==> config.mk <==
export PLATFORM = sky130hd
export DESIGN_NAME = cmd_dispatch
export DESIGN_NICKNAME = d
export VERILOG_FILES = /design/src/rtl/cmd_pkg.sv /design/src/rtl/cmd_regfile.sv /design/src/rtl/cmd_dispatch.sv
export SDC_FILE = /design/constraint.sdc
export NUM_CORES = 1
export LEC_CHECK = 0
export CORE_AREA = 2 2 135 163
export DETAILED_ROUTE_END_ITERATION = 10
export DIE_AREA = 0 0 137 165
export SYNTH_ARGS = -nofsm -noshare
export SYNTH_HDL_FRONTEND = slang
export SYNTH_SLANG_ARGS = --single-unit
==> constraint.sdc <==
create_clock -name clk -period 3 [get_ports clk]
set_input_delay 0.6 -clock clk [delete_from_list [all_inputs] [get_ports clk]]
set_output_delay 0.6 -clock clk [all_outputs]
set_load 0.02 [all_outputs]
==> src/rtl/cmd_pkg.sv <==
// ----------------------------------------------------------------------------
// cmd_pkg
// Shared types and constants for the command dispatcher and its register file.
//   opcode_t  : command opcodes carried in cmd[23:20]
//   state_t   : dispatcher FSM states
//   cmd_t     : field view of the 24-bit command word
//   CNT_ADDR  : reserved address that reads back the command counter
//   DEFAULT_* : default response bytes
// ----------------------------------------------------------------------------
package cmd_pkg;

    typedef enum logic [3:0] {
        OP_NOP   = 4'h0,
        OP_WRITE = 4'h1,
        OP_READ  = 4'h2
    } opcode_t;

    typedef enum logic [1:0] {
        IDLE,
        EXEC,
        SEND,
        WAIT
    } state_t;

    typedef struct packed {
        logic [3:0]  op;
        logic [3:0]  addr;
        logic [15:0] data;
    } cmd_t;

    localparam logic [3:0] CNT_ADDR     = 4'hF;
    localparam logic [7:0] DEFAULT_ACK  = 8'hA5;
    localparam logic [7:0] DEFAULT_NACK = 8'hEE;

endpackage

==> src/rtl/cmd_regfile.sv <==
// ----------------------------------------------------------------------------
// cmd_regfile
// NUM_REGS x 16-bit register file with one synchronous write port and one
// combinational read port. Every register is also exported on a flat bus.
//   clk      in   system clock
//   rst      in   synchronous active-high reset, clears every register
//   we       in   write enable
//   waddr    in   write address (ignored when >= NUM_REGS)
//   wdata    in   write data
//   raddr    in   read address (reads 0 when >= NUM_REGS)
//   rdata    out  read data
//   regs_out out  flattened registers, reg i at [16*i+15:16*i]
// ----------------------------------------------------------------------------
module cmd_regfile #(
    parameter int NUM_REGS = 8
) (
    input  logic                    clk,
    input  logic                    rst,
    input  logic                    we,
    input  logic [3:0]              waddr,
    input  logic [15:0]             wdata,
    input  logic [3:0]              raddr,
    output logic [15:0]             rdata,
    output logic [NUM_REGS*16-1:0]  regs_out
);

    logic [15:0] mem [NUM_REGS];

    // NOTE: this storage is reset on purpose; it is a handful of flops that
    // drive live control outputs, not a RAM macro, so it must never come out
    // of reset holding garbage.
    always_ff @(posedge clk) begin
        if (rst) begin
            for (int i = 0; i < NUM_REGS; i++) begin
                mem[i] <= '0;
            end
        end else if (we) begin
            for (int i = 0; i < NUM_REGS; i++) begin
                if (waddr == 4'(i)) begin
                    mem[i] <= wdata;
                end
            end
        end
    end

    // Address compare per entry keeps out-of-range addresses harmless for any
    // NUM_REGS, including non-powers of two.
    always_comb begin
        rdata = '0;
        for (int i = 0; i < NUM_REGS; i++) begin
            if (raddr == 4'(i)) begin
                rdata = mem[i];
            end
        end
    end

    for (genvar g = 0; g < NUM_REGS; g++) begin : g_flat
        assign regs_out[16*g +: 16] = mem[g];
    end

endmodule

==> src/rtl/cmd_dispatch.sv <==
// ----------------------------------------------------------------------------
// cmd_dispatch
// Executes 24-bit commands from the UART command wrapper against a small
// register file and answers with an ACK/NACK byte or two read-data bytes.
//   clk          in   system clock
//   rst          in   synchronous active-high reset
//   cmd_rdy      in   complete command available from the wrapper
//   cmd          in   [23:20] opcode, [19:16] addr, [15:0] data
//   clr_cmd_rdy  out  one-cycle pulse consuming the current command
//   trmt         out  one-cycle pulse starting a UART byte transmit
//   tx_data      out  byte to transmit, held from trmt until tx_done
//   tx_done      in   UART transmit complete (level)
//   regs_out     out  flattened register file, reg i at [16*i+15:16*i]
//   busy         out  high whenever the FSM is not in IDLE
//   cmd_cnt      out  number of commands consumed, wraps silently
// ----------------------------------------------------------------------------
module cmd_dispatch
    import cmd_pkg::*;
#(
    parameter int         NUM_REGS  = 8,
    parameter logic [7:0] ACK_BYTE  = DEFAULT_ACK,
    parameter logic [7:0] NACK_BYTE = DEFAULT_NACK
) (
    input  logic                    clk,
    input  logic                    rst,
    input  logic                    cmd_rdy,
    input  logic [23:0]             cmd,
    output logic                    clr_cmd_rdy,
    output logic                    trmt,
    output logic [7:0]              tx_data,
    input  logic                    tx_done,
    output logic [NUM_REGS*16-1:0]  regs_out,
    output logic                    busy,
    output logic [15:0]             cmd_cnt
);

    state_t      state;
    cmd_t        cmd_q;
    logic        second_pending;   // a READ still owes its low byte
    logic [7:0]  low_byte;         // low byte captured at EXEC time

    logic        in_range;
    logic        write_ok;
    logic        is_read;
    logic        reg_we;
    logic [15:0] reg_rdata;
    logic [15:0] rd_word;
    logic [7:0]  resp_byte;

    cmd_regfile #(
        .NUM_REGS (NUM_REGS)
    ) u_regfile (
        .clk      (clk),
        .rst      (rst),
        .we       (reg_we),
        .waddr    (cmd_q.addr),
        .wdata    (cmd_q.data),
        .raddr    (cmd_q.addr),
        .rdata    (reg_rdata),
        .regs_out (regs_out)
    );

    // Decode of the latched command; only consumed while in EXEC.
    // NOTE: every output of this block gets a default before the case, so no
    // path through it can leave a value unassigned and infer a latch.
    always_comb begin
        in_range  = (cmd_q.addr < 4'(NUM_REGS));
        write_ok  = 1'b0;
        is_read   = 1'b0;
        rd_word   = '0;
        resp_byte = NACK_BYTE;
        case (cmd_q.op)
            OP_NOP: begin
                resp_byte = ACK_BYTE;
            end
            OP_WRITE: begin
                if (in_range) begin
                    write_ok  = 1'b1;
                    resp_byte = ACK_BYTE;
                end
            end
            OP_READ: begin
                if (in_range) begin
                    is_read = 1'b1;
                    rd_word = reg_rdata;
                end else if (cmd_q.addr == CNT_ADDR) begin
                    is_read = 1'b1;
                    rd_word = cmd_cnt;
                end
            end
            default: ;
        endcase
        if (is_read) begin
            resp_byte = rd_word[15:8];
        end
    end

    assign reg_we      = (state == EXEC) && write_ok;
    assign clr_cmd_rdy = (state == IDLE) && cmd_rdy;
    assign trmt        = (state == SEND);
    assign busy        = (state != IDLE);

    // NOTE: all state here uses non-blocking assignments so every register
    // samples pre-edge values; blocking assignments would make the result
    // depend on statement order.
    always_ff @(posedge clk) begin
        if (rst) begin
            state          <= IDLE;
            cmd_q          <= '0;
            cmd_cnt        <= '0;
            tx_data        <= '0;
            second_pending <= 1'b0;
            low_byte       <= '0;
        end else begin
            case (state)
                IDLE: begin
                    if (cmd_rdy) begin
                        cmd_q   <= cmd_t'(cmd);
                        cmd_cnt <= cmd_cnt + 16'd1;
                        state   <= EXEC;
                    end
                end
                EXEC: begin
                    // Both read bytes are captured now so later writes or
                    // counter changes cannot alter the low byte.
                    tx_data        <= resp_byte;
                    low_byte       <= rd_word[7:0];
                    second_pending <= is_read;
                    state          <= SEND;
                end
                SEND: begin
                    state <= WAIT;
                end
                WAIT: begin
                    // WAIT begins a cycle after trmt, by which time the UART
                    // has dropped tx_done from the previous byte.
                    if (tx_done) begin
                        if (second_pending) begin
                            tx_data        <= low_byte;
                            second_pending <= 1'b0;
                            state          <= SEND;
                        end else begin
                            state <= IDLE;
                        end
                    end
                end
                default: begin
                    state <= IDLE;
                end
            endcase
        end
    end

endmodule

# Yosys cells after proc, flatten, opt, wreduce, memory -nomap -nowiden
# Memory sizes are Yosys's and may differ from the RTL's.
# Cells that the tools add are included.
[op_classes]
bitwise_logic = 8
n_reduce_logical = 11
n_lt_le_gt_ge = 1
n_eq_ne = 16
n_mux = 70
add_sub_neg = 1
[op_table]
columns = ["op", "n"]
rows = [
  ["two-way mux 16 bit", 19],
  ["two-way mux 1 bit", 40],
  ["two-way mux 8 bit", 3],
  ["adder 16 x 1 -> 16 bit, second input constant", 1],
  ["equality test 4 x 3 -> 1 bit, second input constant", 4],
  ["one-hot mux 8 bit (2 select lines)", 1],
  ["one-hot mux 7 bit (2 select lines)", 1],
  ["equality test 4 x 2 -> 1 bit, second input constant", 3],
  ["equality test 4 x 1 -> 1 bit, second input constant", 2],
  ["logical NOT 4 bit", 2],
  ["OR 1 bit", 8],
  ["one-hot mux 2 bit (4 select lines)", 1],
  ["two-way mux 7 bit", 1],
  ["two-way mux 2 bit", 3],
  ["inequality test 2 bit, second input constant", 3],
  ["AND reduction 2 bit", 3],
  ["equality test 2 bit, second input constant", 2],
  ["equality test 4 bit, second input constant", 1],
  ["less-than comparator 4 bit, second input constant", 1],
  ["nonzero test 2 bit", 2],
  ["AND reduction 3 bit", 1],
  ["equality test 2 x 1 -> 1 bit, second input constant", 1],
  ["logical AND 1 bit", 2],
  ["logical NOT 2 bit", 1],
  ["one-hot mux 1 bit (2 select lines)", 1],
]
[totals]
mem_bits_rw = 128
ff_bits = 59
wordCells = 116
memories = 1
input_bits = 28
[memory_table]
columns = ["name", "words", "width", "rd", "rd_ports_with_merged_regs", "write_ports", "line", "source"]
rows = [
  ["u_regfile.mem", 8, 16, 8, 0, 8, "cmd_regfile.sv:27", "logic [15:0] mem [NUM_REGS];"],
]

# Logic depth before layout (Yosys ltp)
# Gate-level depths: netlist (run 1).
[logic_depth]
word_depth = 13
ltp_mapped = 9
depth_no_buf = 7

# Modules after synthesis
# Synthesis (run 1) repeated with hierarchy kept, for this count alone.
[unflattened]
cells_unflattened = 825
hier_area_um2 = 8569.5
[modules_own_cells]
columns = ["module", "area_each_um2", "n_inst", "cells_each", "seq_area_each_um2"]
rows = [
  ["cmd_regfile", 6087.1, 1, 531, 3843.7],
  ["cmd_dispatch", 2482.4, 1, 294, 1181.1],
]

# Worst setup path before layout (run 1)
# OpenSTA, ideal clock, no wires.
[synth_timing]
path_type = "reg2reg"
startpoint = "reg state[1]"
endpoint = "mem u_regfile.mem[5][0] (netlist: u_regfile.mem[1][16]), enable pin"
path_slack_ns = 0.887
synth_period_minus_slack_ns = 2.113
stages_incl_launch_ff = 8
arrival_ns = 1.741
setup_time_ns = 0.372
path_cell_list = "dfxtp_1 -> buf_6 -> and2b_2 -> nand4b_2 -> nor2b_2 -> nand2_1 -> buf_2 -> nand2_1"
[synth_rtl]
columns = ["element", "line", "source"]
rows = [
  ["start: declaration", "cmd_dispatch.sv:37", "state_t state;"],
  ["start signal: assignment", "cmd_dispatch.sv:108", "state <= IDLE;"],
  ["start signal: assignment", "cmd_dispatch.sv:120", "state <= EXEC;"],
  ["start signal: assignment", "cmd_dispatch.sv:129", "state <= SEND;"],
  ["end: declaration", "cmd_regfile.sv:27", ""],
]

# Worst setup path after layout (run 1)
[layout_timing]
startpoint = "reg state[1]"
endpoint = "out trmt"
[layout_between]
elab_chain_len = 1
[layout_rtl]
columns = ["element", "line", "source"]
rows = [
  ["equality test 2 bit", "cmd_dispatch.sv:100", "assign trmt = (state == SEND);"],
  ["end: declaration", "cmd_dispatch.sv:29", "output logic trmt,"],
]
# No other way between the ends.

==> results.toml, run 1 <==
[sta]
post-route-period-util = 0.8778
hold_viol_final = 0
timing.fmax_ghz = 0.3797
rsz0062_at_grt = "false"
finalSetupViolations = 0
tightestPinTransition_ns = 0.8090
worst_clock_skew_ns = 0.009190
drv_slew = 0
slew_headroom = 0.4596
min_period_ns = 2.633
finalSetupTns_ns = 0

[yosys]
synth.most_common_cell = "edfxtp_1"
synth.avg_cell_area_um2 = 10.58
synth_top_area_frac = 0.4650
ys_ff_latch = 187
yosysSeqAreaShare = 0.6078
yosys_warnings = 0
synth_cell_types = 69
synth-edff-count = 128
synth-async-reset-ratio = 0
synth_common_cells = "128 x edfxtp_1, 126 x nor2_1, 116 x nand2_1"
synth_nets = 810
yosysTopAreaCell = "edfxtp_1"
syn_inst = 781
yosys_most_used_dff = "edfxtp_1"
ys_top_cells_by_area = "edfxtp_1 46%, dfxtp_1 14%, nor2_1 5.7%, nand2_1 5.3%, a21oi_1 3.0%"
synth_area_mm2 = 0.008267

[worst_setup_path]
regToRegStartpoint = "cmd_q[18]"
arrival_ns = 2.03
cp-end-kind = "output port"
crit_type = "reg -> out"
crit_fanout = 10
critical_path.startpoint = "state[1]"
regToRegSetupSlack_ns = 0.51
startpoint_type = "register"
crit_required_ns = 2.40

[detailed_routing]
drtIter0Drc = 683
top_layer = "met4"
drt-met1-wl_um = 11790
dr.pass1.iters = 5
vias = 6906
dr_wl_met3_um = 1775
wl_per_cell_um = 23.17
route.met2.wl_um = 14710
route.detailed.drc = 0
drt-total-wl_um = 29110
routed_via_density = 5.498
drtAntennaViolNets = 0

[floorplan]
std_cell_rows = 58
die_width_um = 137
initial_core_util = 0.3955
io_pins = 183
dieArea_mm2 = 0.02261
die_h_um = 165
core_mm2 = 0.02090

[pwr]
power_per_cell_area_mw_per_mm2 = 565.1
ir_drop_mv = 0.4539
p_leak_nw = 3.990

[clock_tree]
clockBufferDepth = 2
hold_buffers = 0
htree_levels = 4
clock_sinks = 187
cts_buffers = 17
cts_tree = "built"
root_buffer = "clkbuf_16"
post_cts.repair.setup_buffers = 0
post_cts_resized = 0
clk_pin_slew_ns = 0.07
clock_latency_ns = 0.45

[placed_design]
gp_congestion = 0.9285
placement.io_buffers = 182
hpwl_um = 21780

[global_routing]
grt_antenna_before_repair = 0
grt.total_usage = 0.2631
grt-ovfl-total = 0
grt_start_max_net_pins = 50
grt_pass1_wl_um = 42640
grt_pass1_vias = 6784

[final_layout]
antenna_cells = 0
ff_latch_area_mm2 = 0.005026
drive_above_1_share = 0.1075
multi_input_area_mm2 = 0.002898
finish.utilization = 0.5337
layout.nets = 1002
nFillCells = 1913
syn_to_final_growth_pct = 34.93

[worst_hold_path]
hp-class = "reg -> reg"
holdCritStartpoint = "cmd_q[14]"

[status]
status = "finished clean"

[job]
cap_violations = 0
-- worst max-delay path, cell delays in order (launching register included) --
cell,delay [ns]
dfxtp_1,0.57
inv_1,0.22
nor2_1,0.18
clkdlybuf4s50_1,0.62
-- layout make-up --
type                    count  share of cell area
repair buffers            223              0.1927
inverters                  24            0.008076
well taps                 270             0.03029
flip-flops and latches    187              0.4506
multi-input cells         520              0.2598
clock buffers              17             0.03814
clock inverters            15             0.02042
-- routing by layer --
metal	vias to the layer above	GRT usage
met5	-	0
met3	39	0.04543
met1	3414	0.3374
met2	297	0.4455
li1	3156	-
met4	0	0.09513
-- cells by family (layout without fill, tap and decap cells) --
family,after synthesis,count (layout),share of synthesized area
simple gates,311,311,0.1672
flops,187,187,0.6078
compound gates,166,166,0.1308
buf+inv,74,279,0.04162
mux,29,29,0.03723
xor+xnor,13,13,0.01377
fa+ha+maj,1,1,0.001513
-- state kept, by name, summed over array words and instances (netlist names) --
signal and flops:
u_regfile.mem 128, cmd_q 24, cmd_cnt 16, low_byte 8, tx_data 8, state 2
second_pending 1
-- power by group --
part           leakage [nW]  internal, mW  switching [mW]
sequential             1.80          2.86           0.110
combinational          1.87         0.336           0.491
clock                 0.316          1.43            1.08
total                  3.99          4.62            1.68
-- final timing paths --
check | to | depth (start not counted)
hold / removal | cmd_q[14] | 2
hold reg to reg | cmd_q[14] | 2
setup reg to reg | tx_data[4] | 5
setup / recovery | trmt | 3
-- stage by stage --
step | instances | total power [mW] | setup WS [ns] | hold WS, ns | instance area, µm²
2_1_floorplan | 781 | 3.427 | 0.8873 | 0.4366 | 8267
3_3_place_gp | 1224 | 3.845 | 0.4713 | 0.4457 | 10500
3_5_place_dp | 1224 | 3.847 | 0.4908 | 0.4469 | 10500
4_1_cts | 1256 | 6.316 | 0.3738 | 0.4563 | 11150
5_1_grt | 1256 | 6.487 | 0.2681 | 0.4792 | 11150
6_report | 1256 | 6.303 | 0.3666 | 0.4594 | 11150
-- placed cells by master (no fill, tap or decap), types with 17 or more instances in the layout --
cell type / netlist / routed
clkdlybuf4s50_1: 0 / 181
edfxtp_1: 128 / 128
nor2_1: 126 / 126
nand2_1: 116 / 116
dfxtp_1: 59 / 58
a21oi_1: 50 / 50
buf_4: 6 / 39
o21ai_0: 31 / 31
inv_1: 23 / 23
a22oi_1: 22 / 22
mux2i_1: 18 / 18
clkbuf_16: 0 / 17
(Power assumes the default switching activity.)
==> run 2: changes to the inputs <==
Settings changed: CORE_AREA 2 2 135 163 to 10 10 143 171, DIE_AREA 0 0 137 165 to 0 0 153 181, SLEW_MARGIN set to 5.
==> results.toml, run 2 (synthesized netlist as in run 1, its figures left out) <==
[final_layout]
antenna_cells = 0
largest_reg_flops = 128
finish.utilization = 0.5277
ff_latch_area_mm2 = 0.005026
layout_commonest_cell = "clkdlybuf4s50_1"
layout.nets = 998
mostFrequentLayoutCells = "181 x clkdlybuf4s50_1, 128 x edfxtp_1, 126 x nor2_1"
nFillCells = 1968
finalNonFillerCells = 1251
top_register = "u_regfile.mem"
reg.largest.list = "u_regfile.mem (128), cmd_q (24), cmd_cnt (16)"
syn_to_final_growth_pct = 33.42
post-route-cell-area_mm2 = 0.01103
drive_above_1_share = 0.09786
multi_input_area_mm2 = 0.002898

[pwr]
power_per_cell_area_mw_per_mm2 = 543.9
p_leak_nw = 3.913
ir_drop_mv = 0.3909
total_power_mw = 5.998

[floorplan]
die_width_um = 153
io_pins = 183
dieArea_mm2 = 0.02769
std_cell_rows = 58
core_mm2 = 0.02090
die_h_um = 181
initial_core_util = 0.3955

[worst_setup_path]
arrival_ns = 2.03
crit_fanout = 10
cp.buffers_inverters = 2
critical-path-max-stage-delay_ns = 0.62
cp_cell_sequence = "inv_1, nor2_1, clkdlybuf4s50_1"
critPathSlowestCell = "clkdlybuf4s50_1"
crit_required_ns = 2.40
cp-end-kind = "output port"
crit_type = "reg -> out"
cp_top_family = "buffers and inverters"
startpoint_type = "register"

[clock_tree]
cts_buffers = 17
post_cts_resized = 0
htree_levels = 4
root_buffer = "clkbuf_16"
post_cts.repair.setup_buffers = 0
clockBufferDepth = 2
clock_sinks = 187
cts_tree = "built"
hold_buffers = 0
clock_latency_ns = 0.43
clk_pin_slew_ns = 0.07

[sta]
timing.fmax_ghz = 0.3796
finalSetupViolations = 0
post-route-period-util = 0.8782
finalWorstSetupSlack_ns = 0.3655
finalSetupTns_ns = 0
tightestPinTransition_ns = 0.6834
min_period_ns = 2.634
hold_slack_ns = 0.4596
hold_viol_final = 0
drv_slew = 0
slew_headroom = 0.5427
rsz0062_at_grt = "false"
worst_clock_skew_ns = 0.008681

[placed_design]
placed_cell_area_mm2 = 0.01047
placement.io_buffers = 182
hpwl_um = 22990
gp_congestion = 0.9298
dp.cells = 1220
place_ws_ns = 0.4942

[worst_hold_path]
hp-class = "reg -> reg"

[global_routing]
grt_start_max_net_pins = 50
grt-ovfl-total = 0
grt.total_usage = 0.2126
grt_antenna_before_repair = 0
grt_pass1_wl_um = 44980
grt_pass1_vias = 7011

[detailed_routing]
vias = 6955
wl_per_cell_um = 24.23
drt-total-wl_um = 30320
drtIter0Drc = 652
route.detailed.drc = 0
dr.pass1.iters = 5
drtAntennaViolNets = 0
routed_via_density = 5.560

[status]
status = "finished clean"

[job]
cap_violations = 0
## run 2: report_power, final
| group | internal, mW | switching [mW] | leakage (nW) | total [mW] |
|---|---|---|---|---|
| combinational | 0.334 | 0.499 | 1.85 | 0.834 |
| clock | 1.22 | 0.974 | 0.258 | 2.20 |
| sequential | 2.86 | 0.109 | 1.80 | 2.97 |
| total | 4.42 | 1.58 | 3.91 | 6.00 |
## run 2: final timing paths
check,depth (start not counted),slack [ns],start,end
worst min register to register,2,0.46,cmd_q[10],cmd_q[10]
worst min-delay path,2,0.46,cmd_q[10],cmd_q[10]
worst max register to register,6,0.70,state[1],u_regfile.mem[0][27]
worst max-delay path,3,0.37,state[1],trmt
## run 2: worst min-delay path: cells and delay by family (launching register included)
| kind | cells | cell delay [ns] |
|---|---|---|
| DFF | 1 | 0.31 |
| and+or+nand+nor | 1 | 0.05 |
| AOI/OAI and AO/OA | 1 | 0.05 |
## run 2: final cells by class
cell class,count,share of cell area
Sequential cell,187,0.4557
Timing Repair Buffer,219,0.1922
Clock buffer,20,0.03959
Tap cell,270,0.03063
Inverter,24,0.008168
Multi-Input combinational cell,520,0.2627
Clock inverter,11,0.01100
## run 2: layer usage
metal / track usage / vias up / wire (µm)
li1: - / 3149 / -
met1: 0.2571 / 3446 / 12030
met2: 0.3612 / 313 / 15260
met3: 0.04704 / 47 / 2156
met4: 0.07945 / 0 / 872
met5: 0 / - / 0
==> run 3: changes to the inputs <==
Settings changed: CORE_AREA 10 10 143 171 to 10 10 155 157, DIE_AREA 0 0 153 181 to 0 0 165 167, PLACE_DENSITY set to 0.65.
==> results.toml, run 3 (synthesized netlist as in run 1, its figures left out) <==
[worst_setup_path]
startpoint_type = "register"
crit_type = "reg -> out"
crit_fanout = 10
critPathSlowestCell = "clkdlybuf4s50_1"
crit_required_ns = 2.40
cp_cell_sequence = "inv_1, nor2_1, clkdlybuf4s50_1"
arrival_ns = 2.00
cp.buffers_inverters = 2
critical-path-max-stage-delay_ns = 0.62
cp-end-kind = "output port"
cp_top_family = "buffers and inverters"

[clock_tree]
root_buffer = "clkbuf_16"
clk_pin_slew_ns = 0.07
htree_levels = 4
clock_sinks = 187
post_cts_resized = 0
post_cts.repair.setup_buffers = 0
clockBufferDepth = 2
hold_buffers = 0
cts_tree = "built"
clock_latency_ns = 0.43
cts_buffers = 17

[final_layout]
layout_commonest_cell = "clkdlybuf4s50_1"
multi_input_area_mm2 = 0.002898
antenna_cells = 0
largest_reg_flops = 128
mostFrequentLayoutCells = "181 x clkdlybuf4s50_1, 128 x edfxtp_1, 126 x nor2_1"
syn_to_final_growth_pct = 32.69
nFillCells = 1914
ff_latch_area_mm2 = 0.005027
reg.largest.list = "u_regfile.mem (128), cmd_q (24), cmd_cnt (16)"
top_register = "u_regfile.mem"
drive_above_1_share = 0.09724
layout.nets = 993

[placed_design]
gp_congestion = 0.9003
placement.io_buffers = 182
hpwl_um = 21900

[floorplan]
io_pins = 183
dieArea_mm2 = 0.02756
die_width_um = 165
initial_core_util = 0.3970
die_h_um = 167
core_mm2 = 0.02082
std_cell_rows = 53

[sta]
slew_headroom = 0.4289
timing.fmax_ghz = 0.3842
finalSetupTns_ns = 0
min_period_ns = 2.603
finalSetupViolations = 0
rsz0062_at_grt = "false"
drv_slew = 0
tightestPinTransition_ns = 0.8549
post-route-period-util = 0.8677
hold_viol_final = 0
worst_clock_skew_ns = 0.009970

[global_routing]
grt_antenna_before_repair = 0
grt_start_max_net_pins = 50
grt-ovfl-total = 0
grt_pass1_wl_um = 42590
grt_pass1_vias = 6705
grt.total_usage = 0.2059

[detailed_routing]
route.detailed.drc = 0
routed_via_density = 5.512
drt-total-wl_um = 28990
vias = 6901
dr.pass1.iters = 5
drtIter0Drc = 850
drtAntennaViolNets = 0
wl_per_cell_um = 23.16

[pwr]
internal_power_mw = 4.264
total_power_mw = 5.883
p_seq_frac = 0.505
p_sw_frac = 0.2753
combPwrFrac = 0.138
clkPwrFrac = 0.357
p_leak_nw = 3.882
ir_drop_mv = 0.4646
p_switching_mw = 1.620
power_per_cell_area_mw_per_mm2 = 536.4

[job]
cap_violations = 0

[worst_hold_path]
hp-class = "reg -> reg"

[status]
status = "finished clean"
## run 3: cell count changes in the layout (fill, tap and decap cells not counted), moves of 2 or more
| cell | before | now |
|---|---|---|
| inv_8 | 0 | 2 |
| clkbuf_1 | 3 | 0 |
| buf_4 | 35 | 31 |
| bufinv_16 | 2 | 0 |
| inv_6 | 2 | 4 |
| clkinv_4 | 1 | 3 |
## run 3: final timing paths
kind	slack, ns	cells after the start	startpoint	endpoint
min reg2reg	0.46	2	cmd_q[13]	cmd_q[13]
max	0.40	3	state[1]	trmt
max reg2reg	0.71	6	cmd_q[17]	tx_data[6]
min	0.46	2	cmd_q[13]	cmd_q[13]
## run 3: per-layer routing
| metal | track usage | vias to the layer above | part of all wire | wire (µm) |
|---|---|---|---|---|
| met1 | 0.2679 | 3364 | 0.40 | 11560 |
| met4 | 0.05663 | 0 | 0.019 | 543 |
| li1 | - | 3140 | - | - |
| met5 | 0 | - | 0 | 0 |
| met3 | 0.05104 | 40 | 0.10 | 2963 |
| met2 | 0.3312 | 357 | 0.48 | 13930 |
## run 3: stage by stage
stage,instance area (µm²),hold slack (ns),setup WS [ns],cells,utilization
2_1_floorplan,8267,0.4366,0.8873,781,-
5_1_grt,10970,0.4796,0.3308,1252,0.5268
6_report,10970,0.4597,0.3970,1252,0.5268
3_5_place_dp,10430,0.4508,0.4614,1220,0.5008
3_3_place_gp,10430,0.4455,0.4478,1220,0.5008
4_1_cts,10970,0.4603,0.4114,1252,0.5268
## run 3: worst min-delay path, delay by kind of cell, from the launching register on
kind	cells	cell delay, ns
AO/OA/AOI/OAI	1	0.05
flip-flops	1	0.31
AND/OR/NAND/NOR	1	0.05
## run 3: final cells by class
class / instances / share of cell area
Clock buffer: 17 / 0.03878
Clock inverter: 15 / 0.01049
Inverter: 24 / 0.008213
Multi-Input combinational cell: 520 / 0.2642
Sequential cell: 187 / 0.4583
Tap cell: 275 / 0.03137
Timing Repair Buffer: 214 / 0.1887
## run 3: power by group through the flow
stage          registers, mW  logic [mW]  clock network [mW]
2_1_floorplan           3.08       0.349                   0
3_3_place_gp            3.02       0.804                   0
5_1_grt                 2.98       0.865                2.24
4_1_cts                 2.97       0.814                2.12
6_report                2.97       0.814                2.10
3_5_place_dp            3.02       0.811                   0
